## src/rtl/fetch_seq_if.sv

```systemverilog
`default_nettype none
// +----------------------------------------------------------------------+
// | Module   : fetch_seq_if                                              |
// | Purpose  : Bundles the byte-wide instruction-memory read channel and |
// |            the valid/ready instruction channel toward decode.        |
// | Ports    : mem_req/mem_addr/mem_ack/mem_rdata  - memory read channel |
// |            out_valid/out_ready + icode, ifun, rA, rB, valC, valP,    |
// |            pc_out, stat                     - fetched instruction    |
// | Modports : master - fetch sequencer side                             |
// |            slave  - memory model / decode side                       |
// | Revision : 1.0  initial release                                      |
// +----------------------------------------------------------------------+
interface fetch_seq_if;
   logic        mem_req;
   logic [63:0] mem_addr;
   logic        mem_ack;
   logic [7:0]  mem_rdata;

   logic        out_valid;
   logic        out_ready;
   logic [3:0]  icode;
   logic [3:0]  ifun;
   logic [3:0]  rA;
   logic [3:0]  rB;
   logic [63:0] valC;
   logic [63:0] valP;
   logic [63:0] pc_out;
   logic [1:0]  stat;

   modport master (
      output mem_req, mem_addr,
      input  mem_ack, mem_rdata,
      output out_valid, icode, ifun, rA, rB, valC, valP, pc_out, stat,
      input  out_ready
   );

   modport slave (
      input  mem_req, mem_addr,
      output mem_ack, mem_rdata,
      input  out_valid, icode, ifun, rA, rB, valC, valP, pc_out, stat,
      output out_ready
   );
endinterface
`default_nettype wire

```

## src/rtl/fetch_seq.sv

```systemverilog
`default_nettype none
// +----------------------------------------------------------------------+
// | Module   : fetch_seq                                                 |
// | Purpose  : Multi-cycle Y86-64 instruction fetch. Owns the PC, reads  |
// |            one byte per memory transaction, sizes the instruction    |
// |            from byte 0, and presents the split fields to decode.     |
// | Ports    : clk, rst_n (async, active low)                            |
// |            bus         - fetch_seq_if.master (memory + decode side)  |
// |            redirect / redirect_pc - next-PC override at acceptance   |
// |            restart / restart_pc   - leave HALT and resume at a PC    |
// |            halted      - high while in HALT                          |
// | Option   : FETCH_ADR_CHECK_EN - bound-check each address against     |
// |            MEM_BYTES before requesting it (one extra cycle per byte) |
// | Revision : 1.0  initial release                                      |
// +----------------------------------------------------------------------+
module fetch_seq #(
   parameter int MEM_BYTES = 2048
) (
   input  wire logic        clk,
   input  wire logic        rst_n,
   fetch_seq_if.master      bus,
   input  wire logic        redirect,
   input  wire logic [63:0] redirect_pc,
   input  wire logic        restart,
   input  wire logic [63:0] restart_pc,
   output logic             halted
);

   localparam logic [1:0] STAT_AOK = 2'b00;
   localparam logic [1:0] STAT_HLT = 2'b01;
   localparam logic [1:0] STAT_ADR = 2'b10;
   localparam logic [1:0] STAT_INS = 2'b11;

   typedef enum logic [1:0] {FETCH0, FETCHN, VALID, HALT} state_t;

   // Instruction length in bytes; invalid icodes count as one byte.
   function automatic logic [3:0] instr_len(input logic [3:0] ic);
      case (ic)
         4'h0, 4'h1, 4'h9:       instr_len = 4'd1;
         4'h2, 4'h6, 4'hA, 4'hB: instr_len = 4'd2;
         4'h7, 4'h8:             instr_len = 4'd9;
         4'h3, 4'h4, 4'h5:       instr_len = 4'd10;
         default:                instr_len = 4'd1;
      endcase
   endfunction

   function automatic logic has_regs(input logic [3:0] ic);
      case (ic)
         4'h2, 4'h3, 4'h4, 4'h5, 4'h6, 4'hA, 4'hB: has_regs = 1'b1;
         default:                                   has_regs = 1'b0;
      endcase
   endfunction

   state_t      state, state_n;
   logic [63:0] pc;
   logic [3:0]  k;                 // byte index within the current instruction
   logic [7:0]  ibuf [10];         // bytes collected so far
   logic [7:0]  cur  [10];         // ibuf with the byte arriving this cycle merged in

   logic [3:0]  icode_q, ifun_q, ra_q, rb_q;
   logic [63:0] valc_q, valp_q, pc_out_q;
   logic [1:0]  stat_q;

   logic        fetching, go, cap, accept, addr_oob, adr_fault;
   logic        last_byte, enter_valid, cur_inv;
   logic [63:0] addr, cur_valc;
   logic [3:0]  cur_ic, cur_len;

   assign fetching = (state == FETCH0) || (state == FETCHN);
   assign addr     = pc + {60'd0, k};
   assign addr_oob = (addr >= 64'(MEM_BYTES));

`ifdef FETCH_ADR_CHECK_EN
   // chk_ok marks that the current address already passed the bound
   // compare; the request goes out only in the cycle after the compare.
   logic chk_ok;

   always_ff @(posedge clk or negedge rst_n) begin
      if (!rst_n)
         chk_ok <= 1'b0;
      else if (cap || !fetching)
         chk_ok <= 1'b0;
      else if (!chk_ok && !addr_oob)
         chk_ok <= 1'b1;
   end

   assign go        = chk_ok;
   assign adr_fault = fetching && !chk_ok && addr_oob;
`else
   // The bound compare stays elaborated so both builds share one
   // datapath; without the check it can never raise a fault.
   assign go        = 1'b1;
   assign adr_fault = addr_oob & 1'b0;
`endif

   // Gating with rst_n drops the request the moment reset asserts.
   assign bus.mem_req  = rst_n && fetching && go;
   assign bus.mem_addr = addr;
   assign cap          = bus.mem_req && bus.mem_ack;
   assign accept       = bus.out_valid && bus.out_ready;

   // In FETCH0 stale bytes from the previous instruction read as zero, so a
   // short or aborted instruction never inherits old constant bytes.
   always_comb begin
      for (int i = 0; i < 10; i++) begin
         cur[i] = (state == FETCH0) ? 8'h00 : ibuf[i];
         if (cap && (k == 4'(i)))
            cur[i] = bus.mem_rdata;
      end
   end

   assign cur_ic    = cur[0][7:4];
   assign cur_len   = instr_len(cur_ic);
   assign cur_inv   = (cur_ic > 4'hB);
   assign last_byte = (k == (cur_len - 4'd1));

   always_comb begin
      case (cur_ic)
         4'h7, 4'h8:       cur_valc = {cur[8], cur[7], cur[6], cur[5],
                                       cur[4], cur[3], cur[2], cur[1]};
         4'h3, 4'h4, 4'h5: cur_valc = {cur[9], cur[8], cur[7], cur[6],
                                       cur[5], cur[4], cur[3], cur[2]};
         default:          cur_valc = 64'd0;
      endcase
   end

   // State register
   always_ff @(posedge clk or negedge rst_n) begin
      if (!rst_n)
         state <= FETCH0;
      else
         state <= state_n;
   end

   // Next-state logic
   always_comb begin
      state_n = state;
      case (state)
         FETCH0, FETCHN: begin
            if (adr_fault)
               state_n = VALID;
            else if (cap)
               state_n = last_byte ? VALID : FETCHN;
         end
         VALID: begin
            if (accept)
               state_n = (stat_q == STAT_AOK) ? FETCH0 : HALT;
         end
         HALT: begin
            if (restart)
               state_n = FETCH0;
         end
         default: state_n = FETCH0;
      endcase
   end

   assign enter_valid = fetching && (state_n == VALID);

   // Datapath: PC, byte collection and the registered output fields.
   always_ff @(posedge clk or negedge rst_n) begin
      if (!rst_n) begin
         pc       <= 64'd0;
         k        <= 4'd0;
         for (int i = 0; i < 10; i++)
            ibuf[i] <= 8'h00;
         icode_q  <= 4'h0;
         ifun_q   <= 4'h0;
         ra_q     <= 4'hF;
         rb_q     <= 4'hF;
         valc_q   <= 64'd0;
         valp_q   <= 64'd0;
         pc_out_q <= 64'd0;
         stat_q   <= STAT_AOK;
      end else begin
         if (cap)
            for (int i = 0; i < 10; i++)
               ibuf[i] <= cur[i];

         if (enter_valid)
            k <= 4'd0;
         else if (cap)
            k <= k + 4'd1;

         if (enter_valid) begin
            icode_q  <= cur_ic;
            ifun_q   <= cur[0][3:0];
            ra_q     <= has_regs(cur_ic) ? cur[1][7:4] : 4'hF;
            rb_q     <= has_regs(cur_ic) ? cur[1][3:0] : 4'hF;
            valc_q   <= cur_valc;
            valp_q   <= pc + {60'd0, cur_len};
            pc_out_q <= pc;
            if (adr_fault)
               stat_q <= STAT_ADR;
            else if (cur_inv)
               stat_q <= STAT_INS;
            else if (cur_ic == 4'h0)
               stat_q <= STAT_HLT;
            else
               stat_q <= STAT_AOK;
         end

         if ((state == VALID) && accept && (stat_q == STAT_AOK))
            pc <= redirect ? redirect_pc : valp_q;

         if ((state == HALT) && restart) begin
            pc     <= restart_pc;
            stat_q <= STAT_AOK;
         end
      end
   end

   assign bus.out_valid = (state == VALID);
   assign bus.icode     = icode_q;
   assign bus.ifun      = ifun_q;
   assign bus.rA        = ra_q;
   assign bus.rB        = rb_q;
   assign bus.valC      = valc_q;
   assign bus.valP      = valp_q;
   assign bus.pc_out    = pc_out_q;
   assign bus.stat      = stat_q;
   assign halted        = (state == HALT);

endmodule
`default_nettype wire

```

## src/flat_wrapper.sv

```systemverilog
// flat-port wrapper written by rule: the top's interface ports become plain ports
module fetch_seq_flat 
#(
   parameter int MEM_BYTES = 2048
)
  (clk, rst_n, redirect, redirect_pc, restart, restart_pc, halted, bus_mem_req, bus_mem_addr, bus_mem_ack, bus_mem_rdata, bus_out_valid, bus_icode, bus_ifun, bus_rA, bus_rB, bus_valC, bus_valP, bus_pc_out, bus_stat, bus_out_ready);
  fetch_seq_if bus_i ();
  input  wire logic clk;
  input  wire logic rst_n;
  input  wire logic redirect;
  input  wire logic [63:0] redirect_pc;
  input  wire logic restart;
  input  wire logic [63:0] restart_pc;
  output logic halted;
  output wire logic [$bits(bus_i.mem_req)-1:0] bus_mem_req;
  output wire logic [$bits(bus_i.mem_addr)-1:0] bus_mem_addr;
  input wire logic [$bits(bus_i.mem_ack)-1:0] bus_mem_ack;
  input wire logic [$bits(bus_i.mem_rdata)-1:0] bus_mem_rdata;
  output wire logic [$bits(bus_i.out_valid)-1:0] bus_out_valid;
  output wire logic [$bits(bus_i.icode)-1:0] bus_icode;
  output wire logic [$bits(bus_i.ifun)-1:0] bus_ifun;
  output wire logic [$bits(bus_i.rA)-1:0] bus_rA;
  output wire logic [$bits(bus_i.rB)-1:0] bus_rB;
  output wire logic [$bits(bus_i.valC)-1:0] bus_valC;
  output wire logic [$bits(bus_i.valP)-1:0] bus_valP;
  output wire logic [$bits(bus_i.pc_out)-1:0] bus_pc_out;
  output wire logic [$bits(bus_i.stat)-1:0] bus_stat;
  input wire logic [$bits(bus_i.out_ready)-1:0] bus_out_ready;
  assign bus_mem_req = bus_i.mem_req;
  assign bus_mem_addr = bus_i.mem_addr;
  assign bus_i.mem_ack = bus_mem_ack;
  assign bus_i.mem_rdata = bus_mem_rdata;
  assign bus_out_valid = bus_i.out_valid;
  assign bus_icode = bus_i.icode;
  assign bus_ifun = bus_i.ifun;
  assign bus_rA = bus_i.rA;
  assign bus_rB = bus_i.rB;
  assign bus_valC = bus_i.valC;
  assign bus_valP = bus_i.valP;
  assign bus_pc_out = bus_i.pc_out;
  assign bus_stat = bus_i.stat;
  assign bus_i.out_ready = bus_out_ready;
  fetch_seq #(.MEM_BYTES(MEM_BYTES)) u_core (.clk(clk), .rst_n(rst_n), .bus(bus_i), .redirect(redirect), .redirect_pc(redirect_pc), .restart(restart), .restart_pc(restart_pc), .halted(halted));
endmodule
```

## config.mk

```make
export PLATFORM = sky130hd
export DESIGN_NAME = fetch_seq_flat
export DESIGN_NICKNAME = d
export VERILOG_FILES = /design/src/rtl/fetch_seq_if.sv /design/src/rtl/fetch_seq.sv /design/src/flat_wrapper.sv
export SDC_FILE = /design/constraint.sdc
export NUM_CORES = 1
export LEC_CHECK = 0
export CORE_MARGIN = 2
export CORE_UTILIZATION = 30
export CTS_CLUSTER_DIAMETER = 120
export DETAILED_ROUTE_END_ITERATION = 8
export PLACE_DENSITY = 0.53
export SLEW_MARGIN = 20
export SYNTH_ARGS = -nofsm -noshare
export SYNTH_HDL_FRONTEND = slang
export SYNTH_SLANG_ARGS = --single-unit
```

## constraint.sdc

```tcl
create_clock -name clk -period 5.9 [get_ports clk]
set_input_delay 1.18 -clock clk [delete_from_list [all_inputs] [get_ports clk]]
set_output_delay 1.18 -clock clk [all_outputs]
set_load 0.02 [all_outputs]
```

# --- After elaboration in Yosys (flattened, before gate mapping) ---
# Memories as Yosys holds them, arrays and structs flattened.
# Cells that the tools add are included.
classes:
  n_addsub: 4
  order_cmp: 1
  eq_ne: 23
  muxes: 40
  n_reduce_logical: 29
ops:
  columns: ["operator", "n"]
  rows:
  - ["$mux W64", 3]
  - ["$mux W8", 20]
  - ["$add A64 B4 Y64", 2]
  - ["$pmux W64 S2", 1]
  - ["$eq A4 B3 Y1 const B", 8]
  - ["$eq A4 B4 Y1 const B", 5]
  - ["$logic_and A1 B1 Y1", 17]
  - ["$eq A4 B2 Y1 const B", 4]
  - ["$mux W2", 8]
  - ["$mux W4", 4]
  - ["$logic_not A4 Y1", 2]
  - ["$reduce_or A7 Y1", 1]
  - ["$eq A2 B2 Y1 const B", 3]
  - ["$pmux W2 S3", 1]
  - ["$reduce_bool A2 Y1", 3]
  - ["$add A4 B1 Y4 const B", 1]
  - ["$eq A4 B1 Y1 const B", 1]
  - ["$eq A4 B4 Y1", 1]
  - ["$gt A4 B4 Y1 const B", 1]
  - ["$logic_not A2 Y1", 2]
  - ["$reduce_or A2 Y1", 2]
  - ["$sub A4 B1 Y4 const B", 1]
  - ["$mux W1", 3]
  - ["$reduce_or A3 Y1", 1]
  - ["2 further kinds", 2]
totals:
  regBits: 360
  rom_bits: 48
  output_inout_bits: 277
  mem_count: 1
memory_table:
  columns: ["memory", "words", "width", "rd", "rd_clocked_by_memory_dff", "write_ports", "line", "text"]
  rows:
  - ["(no name shown)", 16, 3, 1, 0, 0, "fetch_seq.sv:38", "case (ic)"]

# --- Logic depth before layout (Yosys ltp) ---
# Gate-level depths: netlist of run 1.
# An unclocked memory read counts as a cell.
depth:
  word_depth: 16
  mapped_depth: 16
  ltp_nobuf: 15

# --- Least setup slack after synthesis of run 1 ---
# No wires, ideal clock.
synth_timing:
  path_kind: "input to register"
  startpoint: "input bus_mem_ack"
  endpoint: "register u_core.valp_q[34], in the netlist u_core.bus.valP[34]"
  arrival_ns: 3.824
  required_ns: 5.766
  setup_slack_ns: 1.942
  path_stages: 14
  cell_sequence: "nand3b_1 -> buf_4 -> nor3_4 -> or3_1 -> nand2_1 -> clkbuf_1 -> fa_1 -> a31oi_1 -> or2_2 -> nor3_2 -> nand4_1 -> nor3_1 -> xnor2_1 -> o21ai_0"
synth_via:
  elab_chain_len: 11
synth_rtl:
  columns: ["element", "line", "text"]
  rows:
  - ["from (decl)", "flat_wrapper.sv:17", "input wire logic [$bits(bus_i.mem_ack)-1:0] bus_mem_ack;"]
  - ["$logic_and A1 B1 Y1 (*)", "fetch_seq.sv:99", "assign cap = bus.mem_req && bus.mem_ack;"]
  - ["$logic_and A1 B1 Y1", "fetch_seq.sv:107", "if (cap && (k == 4'(i)))"]
  - ["$mux W8", "fetch_seq.sv:107", null]
  - ["$mem_v2 Z16 W3", null, null]
  - ["$sub A4 B1 Y4", "fetch_seq.sv:115", "assign last_byte = (k == (cur_len - 4'd1));"]
  - ["$eq A4 B4 Y1", "fetch_seq.sv:115", null]
  - ["$mux W2", "fetch_seq.sv:143", "state_n = last_byte ? VALID : FETCHN;"]
  - ["$mux W2", "fetch_seq.sv:142", "else if (cap)"]
  - ["$pmux W2 S3", "fetch_seq.sv:138", "case (state)"]
  - ["$eq A2 B2 Y1", "fetch_seq.sv:157", "assign enter_valid = fetching && (state_n == VALID);"]
  - ["$logic_and A1 B1 Y1", "fetch_seq.sv:157", null]
  - ["to (signal assigned)", "fetch_seq.sv:190", "valp_q <= pc + {60'd0, cur_len};"]
  - ["to (decl)", "fetch_seq.sv:61", "logic [63:0] valc_q, valp_q, pc_out_q;"]
# Every way passes the cells marked *; elsewhere a longest branch is shown, timed or not.
# A chain may end at the register's enable or synchronous reset.

# --- Worst setup path after layout of run 1 ---
layout_timing:
  startpoint: "register u_core.k[0]"
  endpoint: "output bus_mem_addr[58]"
layout_via:
  elab_chain_len: 1
layout_rtl:
  columns: ["element", "line", "text"]
  rows:
  - ["from (decl)", "fetch_seq.sv:56", "logic [3:0] k;"]
  - ["from (signal assigned)", "fetch_seq.sv:182", "k <= k + 4'd1;"]
  - ["$add A64 B4 Y64", "fetch_seq.sv:70", "assign addr = pc + {60'd0, k};"]
  - ["to (decl)", "flat_wrapper.sv:16", "output wire logic [$bits(bus_i.mem_addr)-1:0] bus_mem_addr;"]
# Every way passes these cells.

==> summary.txt, run 1 <==
Critical path
  • Crit path largest cell delay: roughly 0.7 ns
  • Slowest-stage cell, CP: clkdlybuf4s50_1
  • Arrival @ worst endpoint: 4.40 ns
  • Reg-to-reg endpoint: u_core.bus.valP[34]
  • Startpoint Class: flop
  • WS Path Type: reg2out
  • Crit-path cells: ha_1 > inv_1 > fa_1 > nor2b_1 > o21ai_0 > a2111o_1 > nor2_1 > and2_1 > nand4_1 > xnor2_1 > clkdlybuf4s50_1
  • Worst reg-to-reg setup slack: ~1.6 ns
  • Worst setup EP type: output port
  • Worst r2r src: u_core.k[0]
  • Req. time, crit path: between 4 and 5 ns
  • CP Buf/Inv Count: 2
  • Reg2Reg Depth: 15
  • CP delay by family, top: simple AND/OR/NAND/NOR gates
  • Crit-path max FO: 10

Yosys
  • Synth Area in Adders: less than 1%
  • Top_reg_cell synth: dfrtp_1
  • Synthesized area per cell: 8.24 um^2
  • Syn. warnings: 0
  • Unique cell type count in the Yosys netlist: ~70
  • Post-synth net total: between 2,000 and 3,000
  • Seq/Total Area, Yosys: 46.1%
  • FF+latch count, synth: between 300 and 400
  • Post-Synth XOR/XNOR Area: 5.54%
  • Post-synth ARST share: 100%
  • Synth Area in Compound Gates: roughly 12%
  • Post-synth EDFFs: 0
  • Synth Instances: between 2,000 and 2,500
  • Post-Synth Simple-Gate Area: approximately a quarter
  • Post-synthesis mux area share: 4.26%
  • Area of the mapped netlist: just under 20,000 um^2
  • Largest family of logic cells by synthesized area: simple AND/OR/NAND/NOR gates

Global routing
  • Antenna violations before repair: 3
  • GRT Util Overall: 22.9%
  • Pin count of the biggest net entering global routing: 127
  • Vias in the first global route: between 15,000 and 20,000
  • Total grt overflow: 0
  • First-pass GRT wire length: around 120,000 um

Flow run
  • Maxcap violations: 0

Final layout
  • Multi-input combinational cell area: 9550 um^2
  • Fillers: 6,569
  • Share of cells above drive strength 1: under 10%
  • Post-route cell area: between 20,000 and 30,000 um^2
  • Commonest non-fill, non-tap cell in the layout: nand2_1
  • Register area: 9020 um^2
  • P&R area growth vs syn: 31.2%
  • Final Instance Count excl. Fillers: around 3,600
  • Nets: 2,818
  • Commonest non-fill, non-tap cells in the layout: nand2_1 (668), clkdlybuf4s50_1 (416), dfrtp_1 (352), nor2_1 (301), o21ai_0 (198)

Status
  • Status: completed

Clocking
  • CTS tree: built
  • Num CTS Buffers: 46
  • Post CTS Setup Buffer Count: 0
  • Clock sink count: 360
  • Worst-Skew Late Latency: about 0.6 ns
  • Root Buffer: clkbuf_16
  • Hold-fix buffers, CTS: 0
  • CTS H-tree lvls: 2
  • Clock transition at path regs: 0.06 ns
  • Deepest clock path buffer count: 3
  • Post-CTS sizing: 0

Floorplanning
  • Core Box Area: 64,500 um^2
  • Horiz. Die Dim: 259 um
  • I/O pins: between 400 and 500
  • Cell Rows: just over 90
  • Die ar.: slightly below 70,000 um^2
  • Die Ht: 259 um
  • Starting density of the core: slightly above 30%

Place
  • Post-place setup slack: ~0.56 ns
  • Gpl congestion: between 0.9 and 1
  • Placed cell count: around 3,500
  • Post-DP Area: 24,200 um^2
  • Port Buf Inserts: approximately 420
  • HPWL Detailed: 57,900 um

Route
  • Vias: 18,100
  • Routed len/inst: between 20 and 25 um
  • Vias per std cell: a little over 5
  • Aggregate routed wire length: 78,700 um
  • DR iter-0 viols: 1,275
  • Drt drc: 0
  • Drt pass-1 iters: 5
  • Final ANT Viol Nets: 0

Pwr
  • Combinational share of power: between 40% and 50%
  • Max VDD drop: approximately 0.32 mV
  • Switching fraction of total power: 43.9%
  • Flop pwr share: approximately a third
  • P per Cell Area: about 540 nW/um^2
  • Int Pwr: 7740 uW
  • Leakage power: between 0.01 and 0.015 uW
  • Clock share of power: about a fifth
  • Net Switching: between 6000 and 7000 uW

Timing
  • Max Fclk: between 0.15 and 0.2 GHz
  • Final Hold Vio Count: 0
  • Max-slew headroom: approximately a third
  • Final setup margin: roughly 0.32 ns
  • Final hold slack: approximately 0.44 ns
  • Slew at the pin with the worst max-slew slack: 0.988 ns
  • Clock skew: between 0.015 and 0.02 ns
  • Period utilization: between 90 and 100%
  • Pins Over Slew Limit: 0
  • Final setup fails: 0
  • RSZ-0062 raised after global routing: false
  • Fin Setup TNS: 0 ns
  • Tmin final: ~5.6 ns

Hold path
  • Hold WC Path Type: in2async
==> state kept, by name, summed over array words and instances, names as in the netlist, 4 cells and up <==
name / cells
u_core.bus.icode: 4
u_core.bus.ifun: 4
u_core.bus.pc_out: 64
u_core.bus.rA: 4
u_core.bus.rB: 4
u_core.bus.valC: 64
u_core.bus.valP: 64
u_core.ibuf: 80
u_core.k: 4
u_core.pc: 64
==> per-layer routing <==
metal / routed length, um / up-vias / GRT usage, %
li1: - / 8545 / -
met1: 32700 / 8880 / 28.5
met2: 38700 / 597 / 39.8
met3: 4860 / 125 / 4.39
met4: 2390 / 2 / 7.31
met5: 10 / - / 0
==> power groups by stage <==
stage	logic [uW]	clock network [uW]	registers [uW]
CTS	6220	2920	4810
global route	6680	3020	4950
floorplan	3120	0	4800
detailed placement	6190	0	4840
global placement	6120	0	4830
finish	6130	2850	4810
==> through the flow <==
stage | total power (uW) | util (%)
CTS | 13900 | 39.9
global route | 14700 | 39.9
detailed placement | 11000 | 37.5
floorplan | 7920 | -
finish | 13800 | 39.9
global placement | 10900 | 37.5
==> cell type report <==
cell class	instances	share of cell area (%)
clock inverter	22	0.876
inverter	10	0.146
clock buffer	62	5.02
antenna	1	0.00974
sequential	360	35.1
timing repair buffer	452	17.5
multi-input combinational	1794	37.1
tap	855	4.16
==> cell families (layout without fill, tap and decap cells) <==
family,count (synthesis),count (layout)
AOI/OAI and AO/OA,404,404
xor gates and xnor gates,123,123
adders and majority gates,12,12
buffers and inverters,221,546
DFF,360,360
muxes,81,81
other,0,1
and+or+nand+nor,1174,1174
==> cells in the mapped netlist, drive strengths merged (3+ instances only) <==
library cell / number / area share [%]
a21oi: 81 / 2.1
a221oi: 69 / 3.1
a22o: 5 / 0.22
a31oi: 21 / 0.67
and2: 8 / 0.26
and3: 10 / 0.32
and3b: 3 / 0.13
and4: 11 / 0.49
buf: 107 / 3.1
clkbuf: 104 / 2.0
dfrtp: 352 / 45
dfstp: 8 / 1.1
ha: 10 / 0.64
inv: 10 / 0.19
mux2: 9 / 0.52
mux2i: 72 / 3.7
nand2: 669 / 13
nand3: 42 / 1.1
nand3b: 3 / 0.12
nand4: 38 / 1.4
nor2: 301 / 5.8
nor2b: 3 / 0.096
nor3: 40 / 1.2
nor3b: 4 / 0.23
nor4: 14 / 0.51
o211ai: 3 / 0.12
o21a: 9 / 0.35
o21ai: 204 / 5.2
o31ai: 3 / 0.14
or2: 6 / 0.19
or3: 11 / 0.35
or4: 4 / 0.19
xnor2: 66 / 3.0
xor2: 57 / 2.5
==> worst max-delay path by stage <==
| stage | depth (start not counted) | startpoint | to | slack [ns] |
|---|---|---|---|---|
| CTS | 11 | u_core.k[0] | bus_mem_addr[58] | 0.29 |
| global placement | 14 | bus_mem_rdata[5] | u_core.bus.valP[34] | 0.64 |
| detailed placement | 14 | bus_mem_rdata[5] | u_core.bus.valP[34] | 0.56 |
| global route | 11 | u_core.k[0] | bus_mem_addr[58] | 0.07 |
| floorplan | 14 | bus_mem_ack | u_core.bus.valP[34] | 1.94 |
| finish | 11 | u_core.k[0] | bus_mem_addr[58] | 0.32 |
Power figures use the tool's default switching activity.
==> run 2: changes to the inputs <==
CTS_BUF_LIST = sky130_fd_sc_hd__clkbuf_8 sky130_fd_sc_hd__clkbuf_16   (was default)
GPL_TIMING_DRIVEN = 1   (was default)
==> run 2 against run 1 <==
Utilization did not move. Clock power about the same. Non-clock buffer count stayed put. Power decreased by 0.12%. Maximum frequency shrank 0.14%. Register-to-register slack barely moved. Combinational power about the same. Global-route usage unchanged. Critical endpoint unchanged. Largest cell class unchanged. Highest routed layer unchanged.
==> summary.txt, run 2 (synthesis gave the netlist of run 1 again) <==
Critical path
  • Startpoint Class: flop
  • CP delay by family, top: simple AND/OR/NAND/NOR gates
  • Crit-path max FO: 10 (unchanged)
  • Crit-path cells: ha_1 > inv_1 > fa_1 > nor2b_1 > o21ai_0 > a2111o_1 > nor2_1 > and2_1 > nand4_1 > xnor2_1 > clkdlybuf4s50_1
  • Worst reg-to-reg setup slack: 1.58 ns (about the same)
  • Arrival @ worst endpoint: 4.40 ns (about the same)
  • Worst setup EP type: output port
  • CP Buf/Inv Count: 2 (unchanged)
  • Req. time, crit path: 4.72 ns (about the same)
  • WS Path Type: reg2out
  • Slowest-stage cell, CP: clkdlybuf4s50_1
  • Crit path largest cell delay: 0.69 ns (about the same)

Global routing
  • Antenna violations before repair: 3 (unchanged)
  • GRT Util Overall: 22.9% (unchanged)
  • First-pass GRT wire length: 117,000 um (unchanged)
  • Gr busiest metal: met2
  • GRT met1 Usage: 28.5% (unchanged)
  • Total grt overflow: 0 (unchanged)
  • Pin count of the biggest net entering global routing: 127 (unchanged)
  • Met3 Use GR: 4.39% (unchanged)
  • Vias in the first global route: 18,100 (unchanged)
  • Met2 Use GR: 39.8% (unchanged)

Flow run
  • Maxcap violations: 0 (unchanged)

Timing
  • Pins Over Slew Limit: 0 (unchanged)
  • Final hold slack: 0.442 ns (-0.00138 ns)
  • Final setup margin: 0.315 ns (-0.00804 ns)
  • RSZ-0062 raised after global routing: false
  • Period utilization: 94.7% (+0.14 points)
  • Slew at the pin with the worst max-slew slack: 0.989 ns (+0.00135 ns)
  • Fin Setup TNS: 0 ns (unchanged)
  • Max Fclk: 0.179 GHz (-0.14%)
  • Clock skew: 0.0179 ns (-0.000346 ns)
  • Final setup fails: 0 (unchanged)
  • Tmin final: 5.58 ns (+0.00804 ns)
  • Max-slew headroom: 34.1% (-0.090 points)
  • Final Hold Vio Count: 0 (unchanged)

Place
  • Gpl congestion: 0.918 (unchanged)
  • Post-place setup slack: 0.560 ns (unchanged)
  • HPWL Detailed: 57,900 um (unchanged)
  • Placed cell count: 3,471 (unchanged)
  • Post-DP Area: 24,200 um^2 (unchanged)
  • Port Buf Inserts: 418 (unchanged)

Clocking
  • CTS H-tree lvls: 2 (unchanged)
  • Deepest clock path buffer count: 3 (unchanged)
  • Post-CTS sizing: 0 (unchanged)
  • Clock sink count: 360 (unchanged)
  • Root Buffer: clkbuf_16
  • Clock transition at path regs: 0.06 ns (about the same)
  • Post CTS Setup Buffer Count: 0 (unchanged)
  • Num CTS Buffers: 46 (unchanged)
  • Hold-fix buffers, CTS: 0 (unchanged)
  • Worst-Skew Late Latency: 0.60 ns (about the same)
  • CTS tree: built

Final layout
  • Commonest non-fill, non-tap cell in the layout: nand2_1
  • Commonest non-fill, non-tap cells in the layout: nand2_1 (668), clkdlybuf4s50_1 (416), dfrtp_1 (352), nor2_1 (301), o21ai_0 (198)
  • Max reg flops: 80 (unchanged)
  • P&R area growth vs syn: 31.2% (unchanged)
  • Share of cells above drive strength 1: 5.96% (unchanged)
  • Final Instance Count excl. Fillers: 3,556 (unchanged)
  • Nets: 2,818 (unchanged)
  • Reg with most FFs: u_core.ibuf
  • Post-route cell area: 25,700 um^2 (unchanged)
  • Fillers: 6,569 (unchanged)

Route
  • Aggregate routed wire length: 78,700 um (about the same)
  • Drt drc: 0 (unchanged)
  • Drt pass-1 iters: 5 (unchanged)
  • Vias per std cell: 5.10 (about the same)
  • DR iter-0 viols: 1,306 (+2.4%)
  • Final ANT Viol Nets: 0 (unchanged)
  • Vias: 18,100 (-0.022%)
  • Routed len/inst: 22.1 um (about the same)

Hold path
  • Hold WC Path Type: in2async

Pwr
  • P per Cell Area: 536 nW/um^2 (-0.12%)
  • Max VDD drop: 0.317 mV (about the same)
  • Leakage power: 0.0110 uW (+0.30%)

Floorplanning
  • I/O pins: 419 (unchanged)
  • Horiz. Die Dim: 259 um (unchanged)
  • Starting density of the core: 30.4% (unchanged)
  • Cell Rows: 93 (unchanged)
  • Die ar.: 67,300 um^2 (unchanged)
  • Core Box Area: 64,500 um^2 (unchanged)
  • Die Ht: 259 um (unchanged)

Status
  • Status: completed
## run 2: cell count changes in the layout (fill, tap and decap cells not counted)
cell and change:
clkbuf_1 -8, inv_1 +8
## run 2: worst reg2reg max path: cells and delay by family, from the launching register on
family / cells / cell delay (ns)
xor gates and xnor gates: 1 / 0.15
DFF: 1 / 0.48
AOI/OAI and AO/OA: 2 / 0.28
and+or+nand+nor: 8 / 2.38
buffers and inverters: 2 / 0.34
adders and majority gates: 2 / 0.56
## run 2: area by class of cell
class / count / area (um^2) / area share, %
clock inverter: 30 / 255 / 0.993
inverter: 10 / 37.5 / 0.146
sequential: 360 / 9020 / 35.1
multi-input combinational: 1794 / 9550 / 37.1
clock buffer: 54 / 1260 / 4.91
tap: 855 / 1070 / 4.16
timing repair buffer: 452 / 4510 / 17.5
antenna: 1 / 2.50 / 0.00974
## run 2: final timing paths
path	from	to	cells after the start
hold / removal	rst_n	u_core.ibuf[46]	1
max in group asynchronous	rst_n	u_core.pc[44]	4
hold reg to reg	u_core.ibuf[51]	u_core.ibuf[51]	2
setup / recovery	u_core.k[0]	bus_mem_addr[58]	11
min in group clk	u_core.ibuf[51]	u_core.ibuf[51]	2
setup reg to reg	u_core.k[0]	u_core.bus.valP[34]	15
## run 2: power by group
group / switching, uW / total, uW / internal (uW)
registers: 1310 / 4810 / 3500
logic: 3560 / 6130 / 2570
clock network: 1180 / 2840 / 1660
## run 2: through the flow
step | power (uW) | utilization, %
floorplan | 7920 | -
global placement | 10900 | 37.5
detailed placement | 11000 | 37.5
CTS | 13900 | 39.9
global route | 14600 | 39.9
finish | 13800 | 39.9
## run 2: layer usage
layer	part of all wire, %	vias up	wire length, um
li1	-	8544	-
met1	42	8865	32700
met2	49	608	38800
met3	6.2	126	4850
met4	3.1	2	2400
met5	0.013	-	10
==> run 3: changes to the inputs <==
SLEW_MARGIN = default   (was 20)
==> run 3 against run 2 <==
Sequential share of layout area barely moved. Maximum frequency is 0.11% higher. Final cell count stayed put. Sequential cell count unchanged. Critical endpoint unchanged.
==> summary.txt, run 3 (synthesis gave the netlist of run 1 again) <==
Status
  • Status: completed

Critical path
  • Req. time, crit path: 4.72 ns (about the same)
  • Worst setup EP type: output port
  • Crit-path cells: ha_1 > inv_1 > fa_1 > nor2b_1 > o21ai_0 > a2111o_1 > nor2_1 > and2_1 > nand4_1 > xnor2_1 > clkdlybuf4s50_1
  • Critical Path Sink: bus_mem_addr[58]
  • Worst reg-to-reg setup slack: 1.58 ns (about the same)
  • Startpoint Class: flop
  • Arrival @ worst endpoint: 4.40 ns (about the same)
  • Slowest-stage cell, CP: clkdlybuf4s50_1
  • Worst r2r src: u_core.k[0]
  • Crit-path max FO: 10 (unchanged)
  • Reg-to-reg endpoint: u_core.bus.valP[34]
  • Reg2Reg Depth: 15 (unchanged)
  • WS Path Type: reg2out
  • Crit path largest cell delay: 0.69 ns (about the same)
  • Critical path launch point: u_core.k[0]

Clocking
  • CTS tree: built
  • Clock sink count: 360 (unchanged)
  • Worst-Skew Late Latency: 0.59 ns (about the same)
  • Deepest clock path buffer count: 3 (unchanged)
  • CTS H-tree lvls: 2 (unchanged)
  • Post CTS Setup Buffer Count: 0 (unchanged)
  • Root Buffer: clkbuf_16
  • Num CTS Buffers: 46 (unchanged)
  • Post-CTS sizing: 0 (unchanged)
  • Clock transition at path regs: 0.06 ns (about the same)
  • Hold-fix buffers, CTS: 0 (unchanged)

Flow run
  • Maxcap violations: 0 (unchanged)

Pwr
  • Leakage power: 0.0110 uW (about the same)
  • P per Cell Area: 536 nW/um^2 (about the same)
  • Max VDD drop: 0.317 mV (about the same)

Floorplanning
  • I/O pins: 419 (unchanged)
  • Cell Rows: 93 (unchanged)
  • Starting density of the core: 30.4% (unchanged)
  • Die ar.: 67,300 um^2 (unchanged)
  • Horiz. Die Dim: 259 um (unchanged)
  • Core Box Area: 64,500 um^2 (unchanged)
  • Die Ht: 259 um (unchanged)

Route
  • Vias per std cell: 5.10 (about the same)
  • Drt drc: 0 (unchanged)
  • Routed len/inst: 22.1 um (about the same)
  • DR iter-0 viols: 1,306 (unchanged)
  • Aggregate routed wire length: 78,700 um (about the same)
  • Vias: 18,200 (+0.044%)
  • Final ANT Viol Nets: 0 (unchanged)
  • Drt pass-1 iters: 4 (-1)

Place
  • Gpl congestion: 0.918 (unchanged)
  • Port Buf Inserts: 418 (unchanged)
  • HPWL Detailed: 57,900 um (unchanged)
  • Placed cell count: 3,471 (unchanged)

Timing
  • Max Fclk: 0.179 GHz (+0.11%)
  • Slew at the pin with the worst max-slew slack: 1.04 ns (+0.0548 ns)
  • Pins Over Slew Limit: 0 (unchanged)
  • Period utilization: 94.6% (-0.11 points)
  • Fin Setup TNS: 0 ns (unchanged)
  • Clock skew: 0.0177 ns (-0.000174 ns)
  • Final setup fails: 0 (unchanged)
  • RSZ-0062 raised after global routing: false
  • Max-slew headroom: 30.4% (-3.7 points)
  • Final Hold Vio Count: 0 (unchanged)
  • Tmin final: 5.58 ns (-0.00628 ns)

Final layout
  • Commonest non-fill, non-tap cell in the layout: nand2_1
  • P&R area growth vs syn: 31.2% (about the same)
  • Fillers: 6,568 (-0.015%)
  • Share of cells above drive strength 1: 5.96% (unchanged)
  • Reg with most FFs: u_core.ibuf
  • Final Instance Count excl. Fillers: 3,556 (unchanged)
  • Final Core Density: 39.9% (about the same)
  • Max reg flops: 80 (unchanged)
  • Nets: 2,818 (unchanged)
  • Commonest non-fill, non-tap cells in the layout: nand2_1 (668), clkdlybuf4s50_1 (416), dfrtp_1 (352), nor2_1 (301), o21ai_0 (198)

Hold path
  • Hold WC Path Type: in2async

Global routing
  • Pin count of the biggest net entering global routing: 127 (unchanged)
  • Vias in the first global route: 18,100 (unchanged)
  • Antenna violations before repair: 3 (unchanged)
  • First-pass GRT wire length: 117,000 um (unchanged)
  • GRT Util Overall: 22.9% (unchanged)
  • Total grt overflow: 0 (unchanged)
run 3: cell counts in the layout (fill, tap and decap cells not counted):
Identical to the previous run, type by type.
run 3: layout make-up:
type | instances | area [um^2] | area share [%]
Multi-Input combinational cell | 1794 | 9550 | 37.1
Sequential cell | 360 | 9020 | 35.1
Timing Repair Buffer | 452 | 4500 | 17.5
Clock buffer | 54 | 1260 | 4.91
Tap cell | 855 | 1070 | 4.16
Clock inverter | 30 | 255 | 0.993
Inverter | 10 | 37.5 | 0.146
Antenna cell | 1 | 2.50 | 0.00974
run 3: where the power goes:
| part | switching (uW) | total (uW) | internal [uW] |
|---|---|---|---|
| Clock | 1180 | 2840 | 1660 |
| Sequential | 1310 | 4810 | 3500 |
| Combinational | 3560 | 6130 | 2570 |
| Total | 6050 | 13800 | 7730 |
run 3: metrics by stage:
| stage | setup WS (ns) | total power [uW] | hold slack [ns] | area (um^2) |
|---|---|---|---|---|
| 2_1_floorplan | 1.94 | 7920 | 0.446 | 19600 |
| 3_3_place_gp | 0.641 | 10900 | 0.457 | 24200 |
| 3_5_place_dp | 0.560 | 11000 | 0.462 | 24200 |
| 4_1_cts | 0.292 | 13900 | 0.422 | 25700 |
| 5_1_grt | 0.0682 | 14600 | 0.442 | 25700 |
| 6_report | 0.322 | 13800 | 0.442 | 25700 |
run 3: how the worst min path moves through the flow:
stage	start	endpoint	slack (ns)	cells past startpoint
after CTS	rst_n	u_core.ibuf[43]	0.42	1
after global placement	u_core.ibuf[55]	u_core.ibuf[55]	0.46	2
after floorplan	u_core.ibuf[11]	u_core.ibuf[11]	0.45	2
final	rst_n	u_core.ibuf[46]	0.44	1
after detailed placement	u_core.bus.pc_out[54]	u_core.bus.pc_out[54]	0.46	2
after global routing	rst_n	u_core.ibuf[43]	0.44	1
run 3: routing by layer:
layer | vias up | track usage, % | part of all wire, %
li1 | 8551 | - | -
met1 | 8871 | 28.5 | 42
met2 | 604 | 39.8 | 49
met3 | 125 | 4.39 | 6.1
met4 | 2 | 7.31 | 3.1
met5 | - | 0 | 0.013
run 3: worst max-delay path: cells and delay by family, from the launching register on:
family	cells	cell delay (ns)
AOI/OAI and AO/OA	2	0.86
xor gates and xnor gates	1	0.18
adders and majority gates	2	0.62
buffers and inverters	2	0.74
DFF	1	0.48
and+or+nand+nor	4	0.93
==> variant 1 (flow settings as in run 2) <==
Add a define of `FETCH_ADR_CHECK_EN`.
--- a/src/rtl/fetch_seq.sv
+++ b/src/rtl/fetch_seq.sv
@@ -14,4 +14,6 @@
 // | Revision : 1.0  initial release                                      |
 // +----------------------------------------------------------------------+
+`define FETCH_ADR_CHECK_EN
+
 module fetch_seq #(
    parameter int MEM_BYTES = 2048
Behaviour: not the same (a bounded check fails within 4 cycles, from zero or initial values and one cycle with rst_n low).
==> variant 1 against run 2 <==
Worst setup slack worse by 0.12 ns. Design area rose by 4.8%. Area after synthesis rose by 4.3%. First-iteration DRC count is 5.7% higher. Sequential cell count rose by 1. Sequential share of layout area fell by 1.5 points. Total power fell by 8.3%. Wire length fell by 0.72%. Final cell count decreased by 7.4%. Register-to-register slack got worse by 1.4 ns.
==> variant 1: results (changes against run 2) <==
{| class="wikitable"
! Metric !! Value
|-
| Arrival time of the worst setup path || 4.53 ns (+0.13 ns)
|-
| Final layout net count || 2541 (-9.8%)
|-
| Max FO, Critical Path || 9 (-1)
|-
| Synth Warn # || 0 (unchanged)
|-
| First DRT Iteration DRCs || 1380 (+5.7%)
|-
| Total clock buffers created by CTS || 44 (-4.3%)
|-
| Post-DP HPWL || 58.4 mm (+0.89%)
|-
| Reg2Reg Depth || 12 (-3)
|-
| Top area cells in the synthesized netlist || sky130_fd_sc_hd__dfrtp_1 43%, sky130_fd_sc_hd__mux2_4 12%, sky130_fd_sc_hd__nand2_1 5.1%, sky130_fd_sc_hd__o21ai_0 5.0%, sky130_fd_sc_hd__mux2i_1 3.7%
|-
| Run status || complete, no violations
|-
| Worst IR Drop VDD || 0.190 mV (-40%)
|-
| End of the worst register-to-register path || u_core.bus.pc_out[32]$_DFFE_PN0P_
|-
| Most used standard cells in the synthesized netlist || 353 x sky130_fd_sc_hd__dfrtp_1, 280 x sky130_fd_sc_hd__nand2_1, 206 x sky130_fd_sc_hd__o21ai_0
|-
| Clock root buffer || sky130_fd_sc_hd__clkbuf_16
|-
| Largest net degree at the start of global routing || 158 (+24%)
|-
| Worst setup skew after layout || 0.0321 ns (+0.0142 ns)
|-
| Leakage power || 11.8 nW (+6.6%)
|-
| Setup crit start kind || register
|-
| Share of synthesized area occupied by flip-flops and latches || 44.3% (-1.8 points)
|-
| Largest register FFs || 80 (unchanged)
|-
| Slowest CP cell || sky130_fd_sc_hd__or4b_1
|-
| GRT Util Overall || 21.7% (-1.2 points)
|-
| Post-CTS Repair Setup Buffers || 0 (unchanged)
|-
| Fraction of layout instances using a drive strength above 1 || 14.9% (+9.0 points)
|-
| DR vias/cell || 5.16 (+1.2%)
|-
| Vias in the first global route || 16900 (-6.3%)
|-
| Number of unique standard cell types used by synthesis || 66 (-7.0%)
|-
| Proportion of netlist area held by the largest area contributor || 43.3% (-1.7 points)
|-
| Most used DFF post-synth || sky130_fd_sc_hd__dfrtp_1
|-
| Number of H-tree levels || 2 (unchanged)
|-
| Detailed-route wire length per cell || 23.7 um (+7.2%)
|-
| Transition time at the pin with the least slew margin || 1.14 ns (+0.150 ns)
|-
| Port-buffer cells || 418 (unchanged)
|-
| Global placer's final weighted congestion || 0.941 (+2.5%)
|-
| R2r setup slk || 0.20 ns (-1.38 ns)
|-
| First-pass GRT wire length || 115 mm (-1.4%)
|-
| Delay of the slowest cell on the worst path || 0.81 ns (+0.12 ns)
|-
| Net count after synthesis || 2193 (-13%)
|-
| Insertion delay to the later sink of the worst-skew pair || 0.58 ns (-0.02 ns)
|-
| FF-to-FF Start || u_core.pc[3]$_DFFE_PN0P_
|-
| Type of the worst min-delay path || input port to asynchronous set/reset pin
|-
| Antenna violations before repair || 4 (+1)
|-
| Gate family responsible for the most delay along the worst path || simple AND/OR/NAND/NOR gates
|-
| CTS max path bufs || 3 (unchanged)
|}
==> variant 1: metrics by stage <==
| step | setup slack (ns) | std cells | power (W) | area (um^2) | hold slack (ns) |
|---|---|---|---|---|---|
| 3_5_place_dp | 0.260 | 3211 | 0.00992 | 25400 | 0.462 |
| 3_3_place_gp | 0.205 | 3211 | 0.00988 | 25400 | 0.453 |
| 6_report | 0.194 | 3292 | 0.0126 | 26900 | 0.425 |
| 4_1_cts | 0.199 | 3290 | 0.0128 | 26900 | 0.399 |
| 5_1_grt | 0.0135 | 3291 | 0.0133 | 26900 | 0.406 |
| 2_1_floorplan | 0.959 | 2037 | 0.00730 | 20400 | 0.442 |
==> variant 1: cell type report <==
type | count | area [um^2]
clock buffers | 53 | 1240
inverters | 13 | 48.8
well taps | 873 | 1090
fillers | 6540 | 40300
multi-input cells | 1483 | 10500
diodes | 1 | 2.50
repair buffers | 482 | 4760
flip-flops and latches | 361 | 9040
clock inverters | 26 | 228
==> variant 1: kinds of logic (layout without fill, tap and decap cells) <==
group / Yosys count / count (layout) / share of synthesized area (%)
buf+inv: 193 / 574 / 4.39
flops: 361 / 361 / 44.3
other cells: 0 / 1 / 0
fa+ha+maj: 14 / 14 / 0.931
xor+xnor: 124 / 124 / 5.32
mux: 273 / 273 / 17.5
simple gates: 648 / 648 / 15.7
compound gates: 424 / 424 / 11.9
==> variant 1: power breakdown <==
part	switching [W]	internal (W)	leakage (nW)	total, W
clock network	0.00112	0.00166	0.766	0.00278
logic	0.00293	0.00277	6.25	0.00570
registers	0.00100	0.00315	4.74	0.00416
==> variant 1: metal layers <==
metal	GRT usage, %	wire (um)
met1	28.9	34500
met2	36.4	37400
met3	4.24	4760
met4	4.54	1380
met5	0	57
==> variant 1: how the worst max path moves through the flow <==
stage,end,slack [ns],cells after the start
after floorplan,u_core.bus.valP[34]$_DFFE_PN0P_,0.96,18
after global placement,u_core.bus.pc_out[18]$_DFFE_PN0P_,0.21,12
after detailed placement,u_core.bus.valP[54]$_DFFE_PN0P_,0.26,16
after CTS,bus_mem_addr[52],0.20,7
after global routing,u_core.bus.pc_out[30]$_DFFE_PN0P_,0.01,12
final,bus_mem_addr[52],0.19,7
==> variant 2 (flow settings as in run 2) <==
Without the edit above. The 4 states of `state_t` get a one-hot encoding in 4 bits.
--- a/src/rtl/fetch_seq.sv
+++ b/src/rtl/fetch_seq.sv
@@ -32,5 +32,5 @@
    localparam logic [1:0] STAT_INS = 2'b11;
 
-   typedef enum logic [1:0] {FETCH0, FETCHN, VALID, HALT} state_t;
+   typedef enum logic [3:0] {FETCH0 = 4'b0001, FETCHN = 4'b0010, VALID = 4'b0100, HALT = 4'b1000} state_t;
 
    // Instruction length in bytes; invalid icodes count as one byte.
Formal check against the unedited RTL: same outputs for any inputs over 4 cycles, from zero or initial values and one cycle with rst_n low; so few cycles prove little.
==> variant 2 against run 2 <==
Design area up 7.9%. Area after synthesis up 8.3%. Wire length up 1.1%. Non-clock buffer count up 16. Critical path depth down 3. Sequential cell count up 2. Count of clock-buffer cells in the layout unchanged. First-iteration DRC count up 2.8%. Worst setup slack better by 0.33 ns. Critical path type unchanged. Critical endpoint is now bus_mem_addr[50]. Largest cell class unchanged. Highest routed layer unchanged.
Power is not compared: it rests on default switching activity, and its combinational part moved more than twofold at a synthesized area within 25%.
==> variant 2: results (changes against run 2) <==
{| class="wikitable"
! Metric !! Value
|-
| Run status || complete, no violations
|-
| Top area cells in the synthesized netlist || sky130_fd_sc_hd__dfrtp_1 42%, sky130_fd_sc_hd__nand2_1 6.5%, sky130_fd_sc_hd__mux2_1 6.2%, sky130_fd_sc_hd__mux2_4 5.7%, sky130_fd_sc_hd__o21ai_0 4.0%
|-
| Post-DP HPWL || 58.1 mm (+0.44%)
|-
| Reg2Reg Depth || 14 (-1)
|-
| Most used standard cells in the synthesized netlist || 367 x sky130_fd_sc_hd__nand2_1, 353 x sky130_fd_sc_hd__dfrtp_1, 202 x sky130_fd_sc_hd__nor2_1
|-
| Fraction of layout instances using a drive strength above 1 || 11.1% (+5.1 points)
|-
| Worst setup path start || u_core.pc[8]$_DFFE_PN0P_
|-
| Final layout net count || 2741 (-2.7%)
|-
| Synthesized-area fraction occupied by ao, oa, aoi and oai cells || 12.0% (-0.37 points)
|-
| Total clock buffers created by CTS || 45 (-2.2%)
|-
| Post-synthesis instance total || 2270 (-4.4%)
|-
| Share of synthesized cell area in full adder, half adder and majority cells || 0.897% (+0.053 points)
|-
| Final Cycle Share || 89.1% (-5.6 points)
|-
| Detailed-route wire length per cell || 22.3 um (+0.93%)
|-
| Share of synthesized area occupied by flip-flops and latches || 42.8% (-3.3 points)
|-
| Number of unique standard cell types used by synthesis || 59 (-17%)
|-
| Multiplexer share of the synthesized area || 18.1% (+14 points)
|-
| Max FO, Critical Path || 8 (-2)
|-
| End of the worst register-to-register path || u_core.bus.valP[52]$_DFFE_PN0P_
|-
| Drt first pass iters || 8 (+3)
|-
| Instance area at placement || 26100 um^2 (+8.0%)
|-
| Total detailed-routing wirelength || 79.6 mm (+1.1%)
|-
| Critical path destination || bus_mem_addr[50]
|-
| Number of filler cells placed in the layout || 6845 (+4.2%)
|-
| FF-to-FF Start || u_core.k[1]$_DFFE_PN0P_
|-
| Vias in the first global route || 18000 (-0.54%)
|-
| Global placer's final weighted congestion || 0.895 (-2.5%)
|}
## variant 2: cell types whose count changed in the layout (fill, tap and decap cells not counted), sizes merged, moves of 25 or more
cell	run 2	this run
a21oi	81	132
mux2	9	241
nand2	669	367
a22oi	0	25
o21ai	204	171
o22ai	0	58
a2bb2oi	0	34
a221oi	69	0
nor2	301	202
## variant 2: final cells by class
type / count / area, um^2 / area share (%)
inverter: 23 / 86.3 / 0.311
sequential: 362 / 9070 / 32.7
clock inverter: 29 / 350 / 1.26
timing repair buffer: 468 / 4610 / 16.6
tap: 940 / 1180 / 4.24
clock buffer: 54 / 1250 / 4.51
multi-input combinational: 1685 / 11200 / 40.3
## variant 2: metal layers
layer / routed length [um] / track usage (%)
met2: 37700 / 34.8
met4: 1840 / 5.79
met3: 5360 / 4.62
met5: 25 / 0
met1: 34700 / 28.2
